File: config.mk
export PLATFORM = sky130hd
export DESIGN_NAME = lc3b_pipe_stage
export DESIGN_NICKNAME = d
export VERILOG_FILES = /design/src/rtl/lc3b_pipe_stage.sv
export SDC_FILE = /design/constraint.sdc
export NUM_CORES = 1
export LEC_CHECK = 0
export BUFFER_PORTS_ARGS = -buffer_cell sky130_fd_sc_hd__buf_2
export CORE_MARGIN = 1.5
export CORE_UTILIZATION = 25
export CTS_CLUSTER_DIAMETER = 80
export DETAILED_ROUTE_END_ITERATION = 6
export HOLD_SLACK_MARGIN = 0.08
export PLACE_DENSITY = 0.48
export SETUP_SLACK_MARGIN = 0.2
export SYNTH_ARGS = -nofsm -noshare
export SYNTH_HDL_FRONTEND = slang
export SYNTH_SLANG_ARGS = --single-unit
File: constraint.sdc
create_clock -name clk -period 2 [get_ports clk]
set_input_delay 0.4 -clock clk [delete_from_list [all_inputs] [get_ports clk]]
set_output_delay 0.4 -clock clk [all_outputs]
set_load 0.05 [all_outputs]
File: src/rtl/lc3b_pipe_stage.sv
// Inter-stage pipeline register with a 2-entry skid buffer, valid/ready handshake and flush.
// Optional backpressure counter is enabled by defining LC3B_PIPE_STAGE_PERF_EN.
module lc3b_pipe_stage #(
  parameter int unsigned          DATA_W = 90,
  parameter logic [DATA_W-1:0]    BUBBLE = {DATA_W{1'b0}}
) (
  input  logic              clk,
  input  logic              rst_n,
  input  logic              in_valid,
  output logic              in_ready,
  input  logic [DATA_W-1:0] in_data,
  output logic              out_valid,
  input  logic              out_ready,
  output logic [DATA_W-1:0] out_data,
  input  logic              flush,
  output logic [1:0]        occupancy,
  input  logic              perf_clr,
  output logic [15:0]       stall_cycles
);

  logic              main_v_q, main_v_d;
  logic              skid_v_q, skid_v_d;
  logic [DATA_W-1:0] main_d_q, main_d_d;
  logic [DATA_W-1:0] skid_d_q, skid_d_d;
  logic              acc, snd;

  assign in_ready  = ~skid_v_q;
  assign out_valid = main_v_q;
  assign out_data  = main_d_q;
  assign occupancy = {1'b0, main_v_q} + {1'b0, skid_v_q};

  assign acc = in_valid & ~skid_v_q;
  assign snd = main_v_q & out_ready;

  always_comb begin
    main_v_d = main_v_q;
    skid_v_d = skid_v_q;
    main_d_d = main_d_q;
    skid_d_d = skid_d_q;
    if (flush) begin
      // Squash everything; a same-cycle accept is dropped, a same-cycle send still completes.
      main_v_d = 1'b0;
      skid_v_d = 1'b0;
      main_d_d = BUBBLE;
      skid_d_d = BUBBLE;
    end else if (!main_v_q) begin
      if (acc) begin
        main_v_d = 1'b1;
        main_d_d = in_data;
      end
    end else if (!skid_v_q) begin
      if (acc && snd) begin
        main_d_d = in_data;
      end else if (acc) begin
        skid_v_d = 1'b1;
        skid_d_d = in_data;
      end else if (snd) begin
        main_v_d = 1'b0;
        main_d_d = BUBBLE;
      end
    end else begin
      if (snd) begin
        main_d_d = skid_d_q;
        skid_v_d = 1'b0;
        skid_d_d = BUBBLE;
      end
    end
  end

  always_ff @(posedge clk or negedge rst_n) begin
    if (!rst_n) begin
      main_v_q <= 1'b0;
      skid_v_q <= 1'b0;
      main_d_q <= BUBBLE;
      skid_d_q <= BUBBLE;
    end else begin
      main_v_q <= main_v_d;
      skid_v_q <= skid_v_d;
      main_d_q <= main_d_d;
      skid_d_q <= skid_d_d;
    end
  end

`ifdef LC3B_PIPE_STAGE_PERF_EN
  logic [15:0] stall_q, stall_d;

  // Clear beats increment; the count saturates rather than wrapping. Flush does not touch it.
  always_comb begin
    stall_d = stall_q;
    if (perf_clr) begin
      stall_d = 16'h0000;
    end else if (main_v_q && !out_ready && (stall_q != 16'hFFFF)) begin
      stall_d = stall_q + 16'h0001;
    end
  end

  always_ff @(posedge clk or negedge rst_n) begin
    if (!rst_n) begin
      stall_q <= 16'h0000;
    end else begin
      stall_q <= stall_d;
    end
  end

  assign stall_cycles = stall_q;
`else
  logic unused_perf_clr;
  assign unused_perf_clr = perf_clr;
  assign stall_cycles    = 16'h0000;
`endif

endmodule

==> metrics.log, run 1 <==
[metrics] HPWL after DPL: 15300 um
[metrics] Worst Setup End Kind: output port
[metrics] RSZ-0062 raised after global routing: yes
[metrics] TritonCTS clock tree: yes
[metrics] Worst Path Arrival: 1.45 ns
[metrics] highest ir drop seen on vdd: 0.556 mV
[metrics] sink count of the clock tree: 182
[metrics] number of storage elements in the synthesis netlist: 182
[metrics] power per cell area: 871 nW/um2
[metrics] dominant delay contributor by cell family on the critical path: flip-flops
[metrics] clock insertion delay at the later pin of the skew report: 0.45 ns
[metrics] Clock Path Buffers: 2
[metrics] type of the tightest min-delay check: primary input to flip-flop
[metrics] Residual DRC: 0
[metrics] Worst path max stage delay: 0.48 ns
[metrics] reg-to-reg startpoint: skid_v_q
[metrics] post-route fraction of the period consumed by the critical path: 0.925
[metrics] Cell Count, Final, Fillers Out: 1378
[metrics] critical path's most frequent cell: sky130_fd_sc_hd__buf_8
[metrics] proportion of netlist area held by the largest area contributor: 0.546
[metrics] Die Span X: 186 um
[metrics] via count of the first global-routing pass: 6857
[metrics] library cell contributing the largest single delay on the critical path: sky130_fd_sc_hd__dfrtp_4
[metrics] TritonCTS buffer count: 17
[metrics] Unique masters post-synth: 30
[metrics] number of endpoints with negative hold slack in the final report: 0
[metrics] overflow left after global routing: 0
[metrics] worst path required time: 1.60 ns
[metrics] number of cells after detailed placement: 1331
[metrics] clock period minus worst slack: 1.85 ns
[metrics] synth top area cells: sky130_fd_sc_hd__dfrtp_1 (55%), sky130_fd_sc_hd__a32o_1 (11%), sky130_fd_sc_hd__o2bb2ai_1 (4.9%), sky130_fd_sc_hd__a221oi_1 (4.5%), sky130_fd_sc_hd__a211oi_1 (4.2%)
[metrics] max-cap check violation count: 0
[metrics] total global routing track utilization: 0.154
[metrics] starting density of the core: 0.255
[metrics] number of enable-type register cells in the synthesized netlist: 0
[metrics] overall via count from detail_route: 6960
[metrics] kind of launch point of the worst setup path: flip-flop
[metrics] result of the run: complete, no violations
[metrics] floorplan die area: 34500 um2
[metrics] Vias/cell: 5.05
[metrics] Buf/Inv on CP: 2
[metrics] nets@finish: 1020
[metrics] ys flop type: sky130_fd_sc_hd__dfrtp_1
[metrics] H-tree levels: 4
[metrics] part of the Yosys area used for sequential elements: 0.546
[metrics] Synth top cells by count: sky130_fd_sc_hd__dfrtp_1 (182), sky130_fd_sc_hd__a32o_1 (90)
[metrics] Critical Setup Path Class: flip-flop to output port
[metrics] Worst Min Path Start: in_data[82]
[metrics] total of warnings raised by yosys: 0
[metrics] Avg Synthesized Cell Area: 11.1 um2
[metrics] max frequency: 541 MHz
[metrics] router iterations before antenna repair: 7
[metrics] combined area of the multi-input logic cells: 3310 um2
[metrics] synthesized instance count: 752
[metrics] Antenna Nets Post-Route: 0
[metrics] TNS Setup: 0 ns
[metrics] count of standard-cell rows: 66
[metrics] maximum fanout along the worst path: 2
[metrics] Reg clk slew, reported paths: 0.08 ns
[metrics] pin count of the biggest net entering global routing: 64
[metrics] Filler Cells Inserted: 3382
[metrics] wire length of the first global-routing pass: 40300 um
[metrics] static leakage: 0.00511 uW
[metrics] detail-routed net length per standard cell: 19.6 um
[metrics] dominant cell type by area after synthesis: sky130_fd_sc_hd__dfrtp_1
[metrics] Port Buffers: 188
[metrics] Vert. Die Dim: 186 um
[metrics] share of flip-flops with an asynchronous set or reset after synthesis: 1.00
[metrics] Area growth syn-to-layout: 30.4%
[metrics] Placed Area: 9910 um2
[metrics] area of the mapped netlist: 8340 um2
[metrics] initial antenna violation count: 4
[metrics] first-iteration detailed-routing DRC count: 422
[metrics] Finished Cell Area: 10900 um2
[metrics] cell breakdown of the critical path: buf_8 -> ha_4 -> buf_8
[metrics] setup-violating endpoint count in the final report: 0
[metrics] WL final: 27100 um
[metrics] flip-flop and latch area: 4560 um2
[metrics] placer's final routability congestion estimate: 0.730
[metrics] I/O pin total: 206
[metrics] final number of max-transition violations: 0
[metrics] library cell with the highest instance count after synthesis: sky130_fd_sc_hd__dfrtp_1
[metrics] final clock skew: 0.0122 ns
[metrics] origin of the worst setup path: out_valid
[metrics] clk root buf: sky130_fd_sc_hd__clkbuf_16
[metrics] Core ar.: 32700 um2
[metrics] fraction of final layout cells with drive strength greater than 1: 0.303
==> flip-flops by register name, summed over array words and instances, names as in the netlist <==
name,count
out_data,90
out_valid,1
skid_v_q,1
skid_d_q,90
==> repair_timing <==
| action | CTS | global route |
|---|---|---|
| pin swaps | 0 | 3 |
| gates resized for setup | 12 | 20 |
| buffers inserted | 5 | 3 |
| hold buffers | 1 | 0 |
| endpoints found under the setup margin | 46 | 139 |
| cloned | 0 | 6 |
| endpoints found under the hold margin | 36 | 0 |
==> cell usage in the layout (no fill, tap or decap), types with 2 or more instances in the layout <==
| master | count |
|---|---|
| sky130_fd_sc_hd__clkinv_4 | 2 |
| sky130_fd_sc_hd__buf_2 | 184 |
| sky130_fd_sc_hd__a211oi_2 | 4 |
| sky130_fd_sc_hd__a211oi_1 | 43 |
| sky130_fd_sc_hd__nand2_1 | 43 |
| sky130_fd_sc_hd__clkbuf_16 | 22 |
| sky130_fd_sc_hd__inv_6 | 4 |
| sky130_fd_sc_hd__inv_1 | 45 |
| sky130_fd_sc_hd__diode_2 | 2 |
| sky130_fd_sc_hd__and2_1 | 2 |
| sky130_fd_sc_hd__a221oi_1 | 42 |
| sky130_fd_sc_hd__buf_12 | 16 |
| sky130_fd_sc_hd__a32o_1 | 90 |
| sky130_fd_sc_hd__dfrtp_1 | 180 |
| sky130_fd_sc_hd__clkbuf_8 | 2 |
| sky130_fd_sc_hd__buf_4 | 18 |
| sky130_fd_sc_hd__clkinvlp_4 | 2 |
| sky130_fd_sc_hd__conb_1 | 16 |
| sky130_fd_sc_hd__buf_8 | 3 |
| sky130_fd_sc_hd__a21oi_1 | 2 |
| sky130_fd_sc_hd__o21ai_4 | 2 |
| sky130_fd_sc_hd__and3_1 | 47 |
| sky130_fd_sc_hd__nor2b_1 | 47 |
| sky130_fd_sc_hd__o2bb2ai_1 | 47 |
| sky130_fd_sc_hd__bufinv_16 | 2 |
| sky130_fd_sc_hd__o21ai_0 | 44 |
| sky130_fd_sc_hd__buf_6 | 5 |
==> report_power, final <==
part	switching, uW	leakage [uW]	internal, uW	total [uW]
clock network	1580	0.000282	1890	3470
logic	1420	0.00237	573	2000
registers	112	0.00246	3890	4000
==> path summary, 6_finish.rpt <==
path	depth (start not counted)	to	slack [ns]
max reg2reg	7	skid_d_q[60]	0.22
max in group asynchronous	3	skid_d_q[34]	0.87
min	2	skid_d_q[82]	0.18
min reg2reg	1	out_data[30]	0.48
max	3	occupancy[0]	0.15
min in group asynchronous	2	out_data[3]	0.45
==> layer usage <==
| metal | vias to the layer above | GRT usage | share of wire |
|---|---|---|---|
| li1 | 3172 | - | - |
| met1 | 3590 | 0.204 | 0.46 |
| met2 | 171 | 0.247 | 0.48 |
| met3 | 21 | 0.0352 | 0.047 |
| met4 | 6 | 0.0497 | 0.011 |
| met5 | - | 0 | 0.0014 |
==> area by class of cell <==
cell class	instances	area share
Tap cell	442	0.0508
Antenna cell	2	0.000460
Sequential cell	182	0.419
Clock inverter	12	0.0132
Timing Repair Buffer	235	0.155
Inverter	46	0.0161
Clock buffer	18	0.0404
Multi-Input combinational cell	441	0.305
==> logic make-up (layout without fill, tap and decap cells) <==
| family | Yosys count | in the layout | share of synthesized area |
|---|---|---|---|
| DFF | 182 | 182 | 0.546 |
| other | 1 | 18 | 0.000450 |
| adders and majority gates | 1 | 1 | 0.00150 |
| buffers and inverters | 144 | 311 | 0.0777 |
| and+or+nand+nor | 148 | 148 | 0.0988 |
| AOI/OAI and AO/OA | 276 | 276 | 0.276 |
==> worst register-to-register path, cell delays in order, from the launching register on <==
cell and delay, ns:
sky130_fd_sc_hd__dfrtp_2 0.41, sky130_fd_sc_hd__buf_4 0.17, sky130_fd_sc_hd__nand2b_4 0.16, sky130_fd_sc_hd__nor4b_4 0.31, sky130_fd_sc_hd__buf_4 0.20, sky130_fd_sc_hd__buf_6 0.15
sky130_fd_sc_hd__clkbuf_16 0.19, sky130_fd_sc_hd__a32o_1 0.13
==> stage by stage <==
stage	utilization	power (uW)	worst slack, ns	hold slack (ns)
6_report	0.333	9470	0.150	0.181
5_1_grt	0.332	9910	0.0969	0.166
4_1_cts	0.324	9560	0.113	0.156
3_5_place_dp	0.303	5990	0.0769	0.379
3_3_place_gp	0.303	5970	0.159	0.372
2_1_floorplan	-	5310	0.220	0.104
(Power assumes the default switching activity.)
==> inputs of run 2 (changes only) <==
==> constraint.sdc (replaced) <==
create_clock -name clk -period 1.9 [get_ports clk]
set_input_delay 0.38 -clock clk [delete_from_list [all_inputs] [get_ports clk]]
set_output_delay 0.38 -clock clk [all_outputs]
set_load 0.05 [all_outputs]
==> metrics.log, run 2 (synthesis results as in run 1) <==
[metrics] I/O pin total: 206
[metrics] H-tree levels: 4
[metrics] Die Span X: 186 um
[metrics] router iterations before antenna repair: 5
[metrics] Psw: 3400 uW
[metrics] kind of launch point of the worst setup path: flip-flop
[metrics] Finished Cell Area: 11600 um2
[metrics] most used cells in the layout excluding fill and tap cells: sky130_fd_sc_hd__buf_2 (183), sky130_fd_sc_hd__dfrtp_1 (180), sky130_fd_sc_hd__a32o_1 (90)
[metrics] post-route fraction of the period consumed by the critical path: 0.967
[metrics] commonest non-fill, non-tap cell in the layout: sky130_fd_sc_hd__buf_2
[metrics] Reg clk slew, reported paths: 0.07 ns
[metrics] highest ir drop seen on vdd: 0.615 mV
[metrics] WL final: 29000 um
[metrics] RSZ-0062 raised after global routing: yes
[metrics] fraction of final layout cells with drive strength greater than 1: 0.360
[metrics] cell internal pwr: 6520 uW
[metrics] Clock Path Buffers: 2
[metrics] Worst Path Arrival: 1.46 ns
[metrics] clk root buf: sky130_fd_sc_hd__clkbuf_16
[metrics] detail-routed net length per standard cell: 20.6 um
[metrics] overall via count from detail_route: 7143
[metrics] maximum fanout along the worst path: 3
[metrics] Vert. Die Dim: 186 um
[metrics] setup-violating endpoint count in the final report: 0
[metrics] floorplan die area: 34500 um2
[metrics] type of the tightest min-delay check: primary input to flip-flop
[metrics] TritonCTS clock tree: yes
[metrics] Combinational Power Share: 0.238
[metrics] TNS Setup: 0 ns
[metrics] Worst Setup End Kind: output port
[metrics] sink count of the clock tree: 182
[metrics] clock insertion delay at the later pin of the skew report: 0.45 ns
[metrics] number of endpoints with negative hold slack in the final report: 0
[metrics] Net Sw Frac: 0.343
[metrics] max frequency: 544 MHz
[metrics] final clock skew: 0.0139 ns
[metrics] TritonCTS buffer count: 17
[metrics] initial antenna violation count: 4
[metrics] clock period minus worst slack: 1.84 ns
[metrics] sequential fraction of design power: 0.425
[metrics] total global routing track utilization: 0.149
[metrics] HPWL after DPL: 15000 um
[metrics] pin count of the biggest net entering global routing: 78
[metrics] power per cell area: 859 nW/um2
[metrics] via count of the first global-routing pass: 6764
[metrics] Placed Area: 9880 um2
[metrics] worst path required time: 1.52 ns
[metrics] Critical Setup Path Class: flip-flop to output port
[metrics] count of standard-cell rows: 66
[metrics] final total power: 9920 uW
[metrics] first-iteration detailed-routing DRC count: 496
[metrics] final number of max-transition violations: 0
[metrics] result of the run: complete, no violations
[metrics] placer's final routability congestion estimate: 0.707
[metrics] Core ar.: 32700 um2
[metrics] nets@finish: 1047
[metrics] static leakage: 0.00538 uW
[metrics] starting density of the core: 0.255
[metrics] overflow left after global routing: 0
[metrics] share of total power in the clock network: 0.337
[metrics] Port Buffers: 188
[metrics] final hold slack: 0.170 ns
[metrics] Residual DRC: 0
[metrics] Antenna Nets Post-Route: 0
[metrics] max-cap check violation count: 0
[metrics] Area growth syn-to-layout: 38.5%
[metrics] wire length of the first global-routing pass: 39400 um
[metrics] Vias/cell: 5.08
run 2: metrics by stage:
stage,worst slack [ns],cells,utilization
global placement,0.104,1328,0.302
detailed placement,0.0399,1328,0.302
finish,0.0629,1407,0.353
floorplan,0.277,767,-
CTS,0.0263,1364,0.321
global route,0.0144,1407,0.353
run 2: area by class of cell:
class,instances,area [um2]
inverters,46,175
clock buffers,19,433
clock inverters,13,101
flip-flops and latches,182,4560
fillers,3313,21100
diodes,2,5.00
repair buffers,262,2120
well taps,442,553
multi-input cells,441,3610
run 2: per-layer routing:
metal	share of wire	routed length [um]	GRT usage
met5	0.00045	13	0
met4	0.016	464	0.0535
met3	0.046	1340	0.0311
met2	0.47	13700	0.238
met1	0.47	13500	0.200
run 2: final timing paths:
check | slack (ns) | start | depth (start not counted) | to
max | 0.06 | out_valid | 3 | occupancy[0]
min | 0.17 | in_data[0] | 2 | skid_d_q[0]
max reg2reg | 0.11 | skid_v_q | 6 | skid_d_q[88]
min reg2reg | 0.48 | out_data[44] | 1 | out_data[44]
max in group asynchronous | 0.91 | rst_n | 3 | skid_d_q[41]
min in group asynchronous | 0.33 | rst_n | 2 | out_data[2]
run 2: power by group through the flow:
stage | clock [uW] | combinational [uW] | sequential, uW
5_1_grt | 3630 | 2520 | 4240
3_3_place_gp | 0 | 1980 | 4280
2_1_floorplan | 0 | 700 | 4890
3_5_place_dp | 0 | 2000 | 4290
6_report | 3350 | 2360 | 4220
4_1_cts | 3480 | 2030 | 4220
run 2: critical path: stages, from the launching register on:
cell and delay [ns]:
sky130_fd_sc_hd__dfrtp_4 0.49, sky130_fd_sc_hd__buf_8 0.13, sky130_fd_sc_hd__ha_4 0.26, sky130_fd_sc_hd__buf_8 0.14
run 2: timing repair:
| action | 4_1_cts | 5_1_grt |
|---|---|---|
| resized for setup | 14 | 90 |
| hold buffers | 1 | 0 |
| hold endpoints to repair | 128 | 0 |
| pin swaps | 0 | 34 |
| endpoints found under the setup margin | 69 | 181 |
| buffers inserted | 3 | 15 |
| gates cloned | 0 | 26 |
